[config.mk]
export PLATFORM = sky130hd
export DESIGN_NAME = key_debounce_array_flat
export DESIGN_NICKNAME = d
export VERILOG_FILES = /design/src/rtl/key_debounce_array_if.sv /design/src/rtl/key_debounce_array.sv /design/src/flat_wrapper.sv
export SDC_FILE = /design/constraint.sdc
export NUM_CORES = 1
export LEC_CHECK = 0
export CAP_MARGIN = 20
export CORE_ASPECT_RATIO = 0.75
export CORE_MARGIN = 2
export CORE_UTILIZATION = 57
export DETAILED_ROUTE_END_ITERATION = 7
export HOLD_SLACK_MARGIN = 0.12
export PLACE_DENSITY_LB_ADDON = 0.12
export SLEW_MARGIN = 20
export SYNTH_ARGS = -nofsm -noshare
export SYNTH_HDL_FRONTEND = slang
export SYNTH_SLANG_ARGS = --single-unit
[constraint.sdc]
create_clock -name sysclk -period 8.54 [get_ports sysclk]
set_input_delay 2.135 -clock sysclk [delete_from_list [all_inputs] [get_ports sysclk]]
set_output_delay 2.135 -clock sysclk [all_outputs]
set_load 0.01 [all_outputs]
[src/rtl/key_debounce_array_if.sv]
// Key bank signal bundle: raw pad levels in, conditioned level and event pulses out.
// The conditioner takes the master view; whatever drives the pads and consumes events takes the slave view.
interface key_debounce_array_if #(
   parameter int CH_NUM = 4
);
   logic [CH_NUM-1:0] key_in;
   logic [CH_NUM-1:0] key_out;
   logic [CH_NUM-1:0] key_press;
   logic [CH_NUM-1:0] key_release;
   logic [CH_NUM-1:0] key_long;

   modport master (
      input  key_in,
      output key_out,
      output key_press,
      output key_release,
      output key_long
   );

   modport slave (
      output key_in,
      input  key_out,
      input  key_press,
      input  key_release,
      input  key_long
   );
endinterface

[src/rtl/key_debounce_array.sv]
// Multi-channel key conditioner: synchronise, debounce, and emit one-cycle
// press / release / long-press pulses per channel. There is no handshake; pulses are fire-and-forget.
module key_debounce_array #(
   parameter int CH_NUM     = 4,
   parameter int CLK_CYC    = 10,
   parameter int DEB_NS     = 10_000_000,
   parameter int LONG_NS    = 1_000_000_000,
   parameter bit ACTIVE_LOW = 1'b1
) (
   input  logic                   sysclk,
   input  logic                   sys_rst,
   key_debounce_array_if.master   keys
);

   localparam int DEB_CNT  = DEB_NS / CLK_CYC;
   localparam int LONG_CNT = LONG_NS / CLK_CYC;
   localparam int MAX_CNT  = (DEB_CNT > LONG_CNT) ? DEB_CNT : LONG_CNT;
   localparam int CW       = $clog2(MAX_CNT + 1);
   localparam logic [CW-1:0] DEB_MAX = CW'(DEB_CNT);

   logic [CH_NUM-1:0] s0, s1, s2;
   logic [CH_NUM-1:0] trig;
   logic [CH_NUM-1:0] key_out_d;
   logic [CH_NUM-1:0] key_out_q;
   logic [CH_NUM-1:0] press_q;
   logic [CH_NUM-1:0] release_q;
   logic [CH_NUM-1:0] long_vec;

   // Inputs are normalised before the first flop so "pressed" is always 1 internally.
   always_ff @(posedge sysclk or posedge sys_rst) begin
      if (sys_rst) begin
         s0 <= '0;
         s1 <= '0;
         s2 <= '0;
      end else begin
         s0 <= keys.key_in ^ {CH_NUM{ACTIVE_LOW}};
         s1 <= s0;
         s2 <= s1;
      end
   end

   assign trig = s1 ^ s2;

   for (genvar i = 0; i < CH_NUM; i++) begin : g_deb
      logic [CW-1:0] deb_cnt;
      logic          deb_done;

      assign deb_done = (deb_cnt == DEB_MAX);

      always_ff @(posedge sysclk or posedge sys_rst) begin
         if (sys_rst) begin
            deb_cnt <= '0;
         end else if (trig[i]) begin
            deb_cnt <= '0;
         end else if (!deb_done) begin
            deb_cnt <= deb_cnt + CW'(1);
         end
      end

      assign key_out_d[i] = deb_done ? s2[i] : key_out_q[i];
   end

   always_ff @(posedge sysclk or posedge sys_rst) begin
      if (sys_rst) begin
         key_out_q <= '0;
         press_q   <= '0;
         release_q <= '0;
      end else begin
         key_out_q <= key_out_d;
         press_q   <= key_out_d & ~key_out_q;
         release_q <= ~key_out_d & key_out_q;
      end
   end

   if (LONG_CNT > 0) begin : g_long
      localparam logic [CW-1:0] LONG_MAX = CW'(LONG_CNT);
      localparam logic [CW-1:0] LONG_PRE = CW'(LONG_CNT - 1);

      for (genvar i = 0; i < CH_NUM; i++) begin : g_ch
         logic [CW-1:0] hold_cnt;
         logic          long_r;

         // The pulse fires on the edge the counter reaches LONG_MAX; saturation blocks repeats.
         always_ff @(posedge sysclk or posedge sys_rst) begin
            if (sys_rst) begin
               hold_cnt <= '0;
               long_r   <= 1'b0;
            end else begin
               long_r <= key_out_q[i] && (hold_cnt == LONG_PRE);
               if (!key_out_q[i]) begin
                  hold_cnt <= '0;
               end else if (hold_cnt != LONG_MAX) begin
                  hold_cnt <= hold_cnt + CW'(1);
               end
            end
         end

         assign long_vec[i] = long_r;
      end
   end else begin : g_no_long
      assign long_vec = '0;
   end

   assign keys.key_out     = key_out_q;
   assign keys.key_press   = press_q;
   assign keys.key_release = release_q;
   assign keys.key_long    = long_vec;

endmodule

[src/flat_wrapper.sv]
// flat-port wrapper written by rule: the top's interface ports become plain ports
module key_debounce_array_flat 
#(
   parameter int CH_NUM     = 4,
   parameter int CLK_CYC    = 10,
   parameter int DEB_NS     = 10_000_000,
   parameter int LONG_NS    = 1_000_000_000,
   parameter bit ACTIVE_LOW = 1'b1
)
  (sysclk, sys_rst, keys_key_in, keys_key_out, keys_key_press, keys_key_release, keys_key_long);
  key_debounce_array_if #(.CH_NUM(CH_NUM)) keys_i ();
  input  logic sysclk;
  input  logic sys_rst;
  input wire logic [$bits(keys_i.key_in)-1:0] keys_key_in;
  output wire logic [$bits(keys_i.key_out)-1:0] keys_key_out;
  output wire logic [$bits(keys_i.key_press)-1:0] keys_key_press;
  output wire logic [$bits(keys_i.key_release)-1:0] keys_key_release;
  output wire logic [$bits(keys_i.key_long)-1:0] keys_key_long;
  assign keys_i.key_in = keys_key_in;
  assign keys_key_out = keys_i.key_out;
  assign keys_key_press = keys_i.key_press;
  assign keys_key_release = keys_i.key_release;
  assign keys_key_long = keys_i.key_long;
  key_debounce_array #(.CH_NUM(CH_NUM), .CLK_CYC(CLK_CYC), .DEB_NS(DEB_NS), .LONG_NS(LONG_NS), .ACTIVE_LOW(ACTIVE_LOW)) u_core (.sysclk(sysclk), .sys_rst(sys_rst), .keys(keys_i));
endmodule
# --- After elaboration in Yosys (flattened, before gate mapping) ---
# Index checks and enable logic that the tools add are counted.
# W data, S select, Z words.
word_totals:
  register_bits: 244
  wordCells: 76
  output_inout_bits: 16
  input_bits: 6
classes:
  n_reduce_logical: 4
  addsub: 8
  bitwise_logic: 6
  eq_ne: 20
  mux: 20
op_table:
  columns: ["cell", "n"]
  rows:
  - ["$mux W27", 16]
  - ["$add A27 B1 Y27 const B", 8]
  - ["$eq A27 B20 Y1 const B", 4]
  - ["$eq A27 B27 Y1 const B", 4]
  - ["$ne A27 B27 Y1 const B", 4]
  - ["$not A4 Y4", 3]
  - ["$and A4 B4 Y4", 2]
  - ["$ne A2 B1 Y1 const B", 4]
  - ["$ne A2 B2 Y1 const B", 4]
  - ["$logic_and A1 B1 Y1", 4]
  - ["$mux W1", 4]
  - ["$xor A4 B4 Y4", 1]

# --- Longest topological paths before layout ---
# Gate-level depths: netlist (run 1).
depth:
  depth_word: 4
  ltp_mapped: 7
  ltp_nobuf: 6

# --- Worst setup path before layout (run 1) ---
# No wires, ideal clock.
synth_timing:
  path_type: "reg-to-output"
  startpoint: "reg u_core.g_long.g_ch[0].long_r"
  endpoint: "out keys_key_long[0]"
  path_buffers: 1
  path_slack_ps: 5938
  required_time_ps: 6405
  arrival_ps: 467
  path_stages_with_launch: 2
  path_cell_list: "dfrtp_1 > buf_4"
synth_lines:
  columns: ["item", "line", "text"]
  rows:
  - ["start: declaration", "key_debounce_array.sv:81", "logic long_r;"]
  - ["start signal: assignment", "key_debounce_array.sv:89", "long_r <= key_out_q[i] && (hold_cnt == LONG_PRE);"]
  - ["end: declaration", "flat_wrapper.sv:18", "output wire logic [$bits(keys_i.key_long)-1:0] keys_key_long;"]
# No word-level cell between the ends.

# --- Final worst setup path (run 1) ---
layout_timing:
  startpoint: "reg u_core.key_out_q[1], in the netlist u_core.keys.key_out[1]"
  endpoint: "out keys_key_out[1]"
layout_lines:
  columns: ["item", "line", "text"]
  rows:
  - ["start: declaration", "key_debounce_array.sv:24", "logic [CH_NUM-1:0] key_out_q;"]
  - ["start signal: assignment", "key_debounce_array.sv:69", "key_out_q <= key_out_d;"]
  - ["end: declaration", "flat_wrapper.sv:15", "output wire logic [$bits(keys_i.key_out)-1:0] keys_key_out;"]
# No word-level cell between the ends.

==> results of run 1 <==
[flip-flops by register name, indices dropped and copies added (netlist names)]
| name | flops |
|---|---|
| u_core.g_long.g_ch.hold_cnt | 108 |
| u_core.s2 | 4 |
| u_core.keys.key_out | 4 |
| u_core.g_long.g_ch.long_r | 4 |
| u_core.keys.key_press | 4 |
| u_core.keys.key_release | 4 |
| u_core.s0 | 4 |
| u_core.s1 | 4 |
| u_core.g_deb.deb_cnt | 108 |
[cells by family (layout without fill, tap and decap cells)]
kind of cell,count (synthesis),in the layout,synth area share
and+or+nand+nor,621,621,0.280
DFF,244,244,0.483
AOI/OAI and AO/OA,240,240,0.112
buffers and inverters,101,117,0.0314
xor gates and xnor gates,95,95,0.0658
adders and majority gates,20,20,0.0198
muxes,9,9,0.00782
[stage by stage]
step	cell area [um2]	hold WS (ns)	power [W]	utilization	worst slack (ns)
6_report	13900	0.351	0.00238	0.634	4.78
3_3_place_gp	13100	0.336	0.00129	0.596	4.74
2_1_floorplan	12600	0.331	0.00126	-	3.20
4_1_cts	13900	0.354	0.00241	0.634	4.76
3_5_place_dp	13100	0.336	0.00129	0.596	4.73
5_1_grt	13900	0.346	0.00248	0.634	4.69
[metal layers]
metal	up-vias	global-route usage	part of all wire
met5	-	0	0
met4	0	0.0473	0.017
met3	37	0.0328	0.039
met2	191	0.323	0.43
met1	4819	0.359	0.52
li1	4910	-	-
[power breakdown]
group,total (W),internal (W),switching [W]
registers,0.00118,0.00117,0.0000162
clock network,0.00111,0.000658,0.000455
logic,0.0000854,0.0000258,0.0000596
[how the worst min path moves through the flow]
stage / depth (start not counted) / end
final: 0 / u_core.s1[1]
after global routing: 0 / u_core.s1[1]
after CTS: 0 / u_core.s1[1]
after detailed placement: 0 / u_core.s1[1]
after global placement: 0 / u_core.s1[0]
after floorplan: 0 / u_core.s1[0]
[cell type report]
class	count	area [um2]
Clock inverter	3	40.0
Clock buffer	42	792
Fill cell	1825	8020
Timing Repair Buffer	27	268
Inverter	45	173
Sequential cell	244	6110
Tap cell	294	368
Multi-Input combinational cell	985	6170
[placed cells by master, fill, tap and decap left out, drive strengths merged, types with 3 or more instances in the layout]
cell type and n:
or3 62, nor4 23, nor4bb 3, a41o 4, xnor2 28, nor4b 15, inv 42, nand4 62
or2 6, ha 20, a21oi 108, and3 21, nand2 86, nor2 105, a31o 4, clkbuf 42
a31oi 4, clkinv 4, nand2b 13, or4b 5, o31ai 45, nor3b 4, clkdlybuf4s50 21, mux2i 5
nor3 29, nand3 77, o211ai 5, nor2b 3, or4 55, buf 6, o21a 7, and2 9
o31a 3, dfrtp 244, nand3b 3, o21ai 56, o311ai 3, xor2 67, and4 36, mux2 4
==> summary.txt, run 1 <==
Syn Std Cell Area: 0.0126 mm2
GP Congestion: 0.792
Syn Area/Cell: 9.50 um2
Worst path cell trace: clkdlybuf4s50_1
Setup crit end: keys_key_out[1]
DR pass1 iterations: 5
Yosys top cell area share: 0.483
Clk sinks: 244
Top-count cell post-synth: dfrtp_1
Hold path start: u_core.s0[1]
Clock Skew: 0.00795 ns
Yosys warnings: 0
Post-synthesis cell type count: 51
Num ports: 22
GRT Overall Usage: 0.224
Layout cell share with drive strength beyond 1: 0.0483
Stages on worst setup path: 1
CTS Buf Count: 26
EDFF count, synth: 0
P_leak: 5.28 nW
Max stage delay on crit path: 0.60 ns
Setup TNS: 0 ns
Initial antenna violation count: 0
RR Startpoint: u_core.g_long.g_ch[2].hold_cnt[1]
Placed cells: 1595
Routed len/inst: 15.7 um
DRC viols: 0
Top FF cell, synth: dfrtp_1
P per Cell Area: 171 mW/mm2
Top cells by area, synth: dfrtp_1 48%, xor2_1 4.6%, a21oi_1 4.3%
Post-synthesis cell count: 1330
Post-route ant nets: 0
IO buf count: 21
Inserted Diodes: 0
Initial Util: 0.576
Hold/Removal Path Class: reg -> reg
Slowest CP cell: clkdlybuf4s50_1
Critical path data arrival time: 1.62 ns
Cell family with most CP delay: buffers and inverters
Final-stage net count: 1355
Worst-path fanout max: 10
Final WL: 25700 um
Final Critical Period: 3.76 ns
Register area share after synthesis: 0.483
RR Endpoint: u_core.g_long.g_ch[2].hold_cnt[26]
Max Cap Violations: 0
Part of the cycle the worst path needs: 0.440
Buf+Inv Stages, Crit Path: 1
DIE HEIGHT: 133 um
Row Count: 47
Iteration-0 DRC Markers: 786
CTS tree: done
Final Slew Violations: 0
Post CTS Setup Buffer Count: 0
Global-route wire length before repair: 44600 um
Root buf cell: clkbuf_16
Die W: 176 um
Slew headroom: 0.360
H-tree Lvls: 1
Largest net degree at the start of global routing: 133
Final hold violation count: 0
Area leader, netlist: dfrtp_1
Final setup viols: 0
Vias/cell: 6.07
Synth top cells by count: 244 x dfrtp_1, 108 x a21oi_1, 105 x nor2_1
Vias: 9957
Die area: 0.0234 mm2
Register-to-register setup slack: 6.20 ns
Maximum VDD drop: 0.000135 V
Reg clk slew, reported paths: 0.06 ns
Async set-reset flop share out of synthesis: 1.00
Vias in the first global route: 9054
Critical Path Source Type: register
Post-synthesis net count: 1356
Clk_lat worst skew: 0.53 ns
Status: finished clean
Post_cts resized: 0
Worst Max-Slew Pin Slew: 0.959 ns
Overflow after GRT: 0
Setup crit end kind: output port
Post-detail-place hpwl: 16400 um
Setup CP Type: reg -> out
Unrepaired setup endpoints after global routing: false
Critical Path RT: 6.41 ns
Max Fclk: 0.266 GHz
Clock Path Buffers: 3
Yosys reg bits: 244
Final Non-Filler Cells: 1640
Area Growth Syn to Fin: 10.1%
Cts hold-fix bufs: 0
FF-to-FF path depth: 5
Core ar.: 0.0219 mm2
Setup crit start: u_core.keys.key_out[1]
Note: power is estimated with default switching activity, not from simulation.
==> run 2, diff against run 1 <==
==> constraint.sdc (replaced) <==
create_clock -name sysclk -period 3.3 [get_ports sysclk]
set_input_delay 0.825 -clock sysclk [delete_from_list [all_inputs] [get_ports sysclk]]
set_output_delay 0.825 -clock sysclk [all_outputs]
set_load 0.01 [all_outputs]
==> summary.txt, run 2 (synthesized netlist as in run 1, its figures left out) <==
Status: finished clean
Hold/Removal Path Class: reg -> reg
Buf+Inv Stages, Crit Path: 1
FF-to-FF path depth: 4
Cts hold-fix bufs: 0
Clock Path Buffers: 3
Vias in the first global route: 9428
Area Growth Syn to Fin: 11.0%
Final hold violation count: 0
Final Slew Violations: 0
DRC viols: 0
Final Critical Period: 2.46 ns
Die area: 0.0234 mm2
Post CTS Setup Buffer Count: 0
Grt met2 use: 0.349
Stages on worst setup path: 1
Die W: 176 um
Final WL: 25900 um
GP Congestion: 0.800
Placed cells: 1603
Worst Max-Slew Pin Slew: 0.903 ns
Iteration-0 DRC Markers: 680
Layout cell share with drive strength beyond 1: 0.0555
Max Fclk: 0.407 GHz
Worst-path fanout max: 10
Max Cap Violations: 0
Vias: 10.1k
Maximum VDD drop: 0.000343 V
Vias/cell: 6.11
Global-route wire length before repair: 45600 um
Depth of the worst hold-timing path: 0
Max stage delay on crit path: 0.60 ns
Commonest non-fill, non-tap cell in the layout: dfrtp_1
Reg clk slew, reported paths: 0.06 ns
Part of the cycle the worst path needs: 0.745
CTS tree: done
Final setup viols: 0
GR Layer Usage met3: 0.0270
Final-stage net count: 1362
Critical Path Source Type: register
Overflow after GRT: 0
H-tree Lvls: 1
Core ar.: 0.0219 mm2
Setup crit end kind: output port
IO buf count: 21
FILL cells: 1814
Root buf cell: clkbuf_16
Post_cts resized: 0
GRT Overall Usage: 0.229
Inserted Diodes: 0
Num ports: 22
RR Endpoint: u_core.g_long.g_ch[3].hold_cnt[25]
Layout Utilization: 0.640
DR pass1 iterations: 5
Grt peak-use layer: met1
P_leak: 5.34 nW
Critical path data arrival time: 1.63 ns
Slew headroom: 0.397
Unrepaired setup endpoints after global routing: false
Worst path cell trace: clkdlybuf4s50_1
CTS Buf Count: 25
Largest net degree at the start of global routing: 54
Critical Path RT: 2.47 ns
Slowest CP cell: clkdlybuf4s50_1
Register-to-register setup slack: 0.99 ns
Row Count: 47
Largest regs: u_core.g_deb.deb_cnt x108, u_core.g_long.g_ch.hold_cnt x108
Clock Skew: 0.0123 ns
GRT met1 Usage: 0.355
Post-detail-place hpwl: 17300 um
Cell family with most CP delay: buffers and inverters
RR Startpoint: u_core.g_long.g_ch[3].hold_cnt[4]
Setup crit start: u_core.keys.key_out[1]
Clk_lat worst skew: 0.51 ns
DIE HEIGHT: 133 um
Leading cell types in the layout, fill and taps excluded: 244 x dfrtp_1, 108 x a21oi_1, 105 x nor2_1
P per Cell Area: 444 mW/mm2
Final Non-Filler Cells: 1646
Post-route ant nets: 0
Clk sinks: 244
Routed len/inst: 15.7 um
Setup crit end: keys_key_out[1]
Setup CP Type: reg -> out
Initial Util: 0.576
Initial antenna violation count: 0
## run 2: cell count changes in the layout (fill, tap and decap cells not counted), sizes merged
cell      change
bufinv        +2
clkinvlp      +1
buf           +8
clkbuf        -5
## run 2: metrics by stage
| stage | instance area (um2) | worst slack [ns] | power, W | hold WS [ns] | setup TNS, ns |
|---|---|---|---|---|---|
| 6_report | 14000 | 0.843 | 0.00623 | 0.342 | 0 |
| 4_1_cts | 14000 | 0.826 | 0.00630 | 0.347 | 0 |
| 3_3_place_gp | 13200 | 1.09 | 0.00335 | 0.335 | 0 |
| 3_5_place_dp | 13200 | 1.04 | 0.00335 | 0.337 | 0 |
| 5_1_grt | 14000 | 0.758 | 0.00644 | 0.352 | 0 |
| 2_1_floorplan | 12600 | -0.729 | 0.00327 | 0.331 | -177.82 |
## run 2: cell type report
cell class / instances / area [um2] / area share
sequential: 244 / 6110 / 0.435
tap: 294 / 368 / 0.0262
inverter: 45 / 173 / 0.0123
clock inverter: 6 / 108 / 0.00767
multi-input combinational: 985 / 6160 / 0.439
clock buffer: 37 / 741 / 0.0528
timing repair buffer: 35 / 378 / 0.0269
## run 2: where the power goes
part,switching [W],internal [W],total [W],leakage [nW]
Combinational,0.000154,0.0000758,0.000230,1.56
Clock,0.00116,0.00178,0.00293,0.415
Sequential,0.0000408,0.00302,0.00306,3.37
Total,0.00135,0.00487,0.00623,5.34
## run 2: metal layers
layer	wire (um)	up-vias
met4	463	0
met5	0	-
met2	11200	148
met3	751	29
li1	-	4946
met1	13400	4938
## run 2: worst min path at each step
| stage | startpoint | slack [ns] | to |
|---|---|---|---|
| 2_1_floorplan | u_core.s0[0] | 0.33 | u_core.s1[0] |
| 3_3_place_gp | u_core.s0[0] | 0.34 | u_core.s1[0] |
| 3_5_place_dp | u_core.s0[0] | 0.34 | u_core.s1[0] |
| 4_1_cts | u_core.s0[0] | 0.35 | u_core.s1[0] |
| 5_1_grt | u_core.s0[0] | 0.35 | u_core.s1[0] |
| 6_report | u_core.s0[0] | 0.34 | u_core.s1[0] |
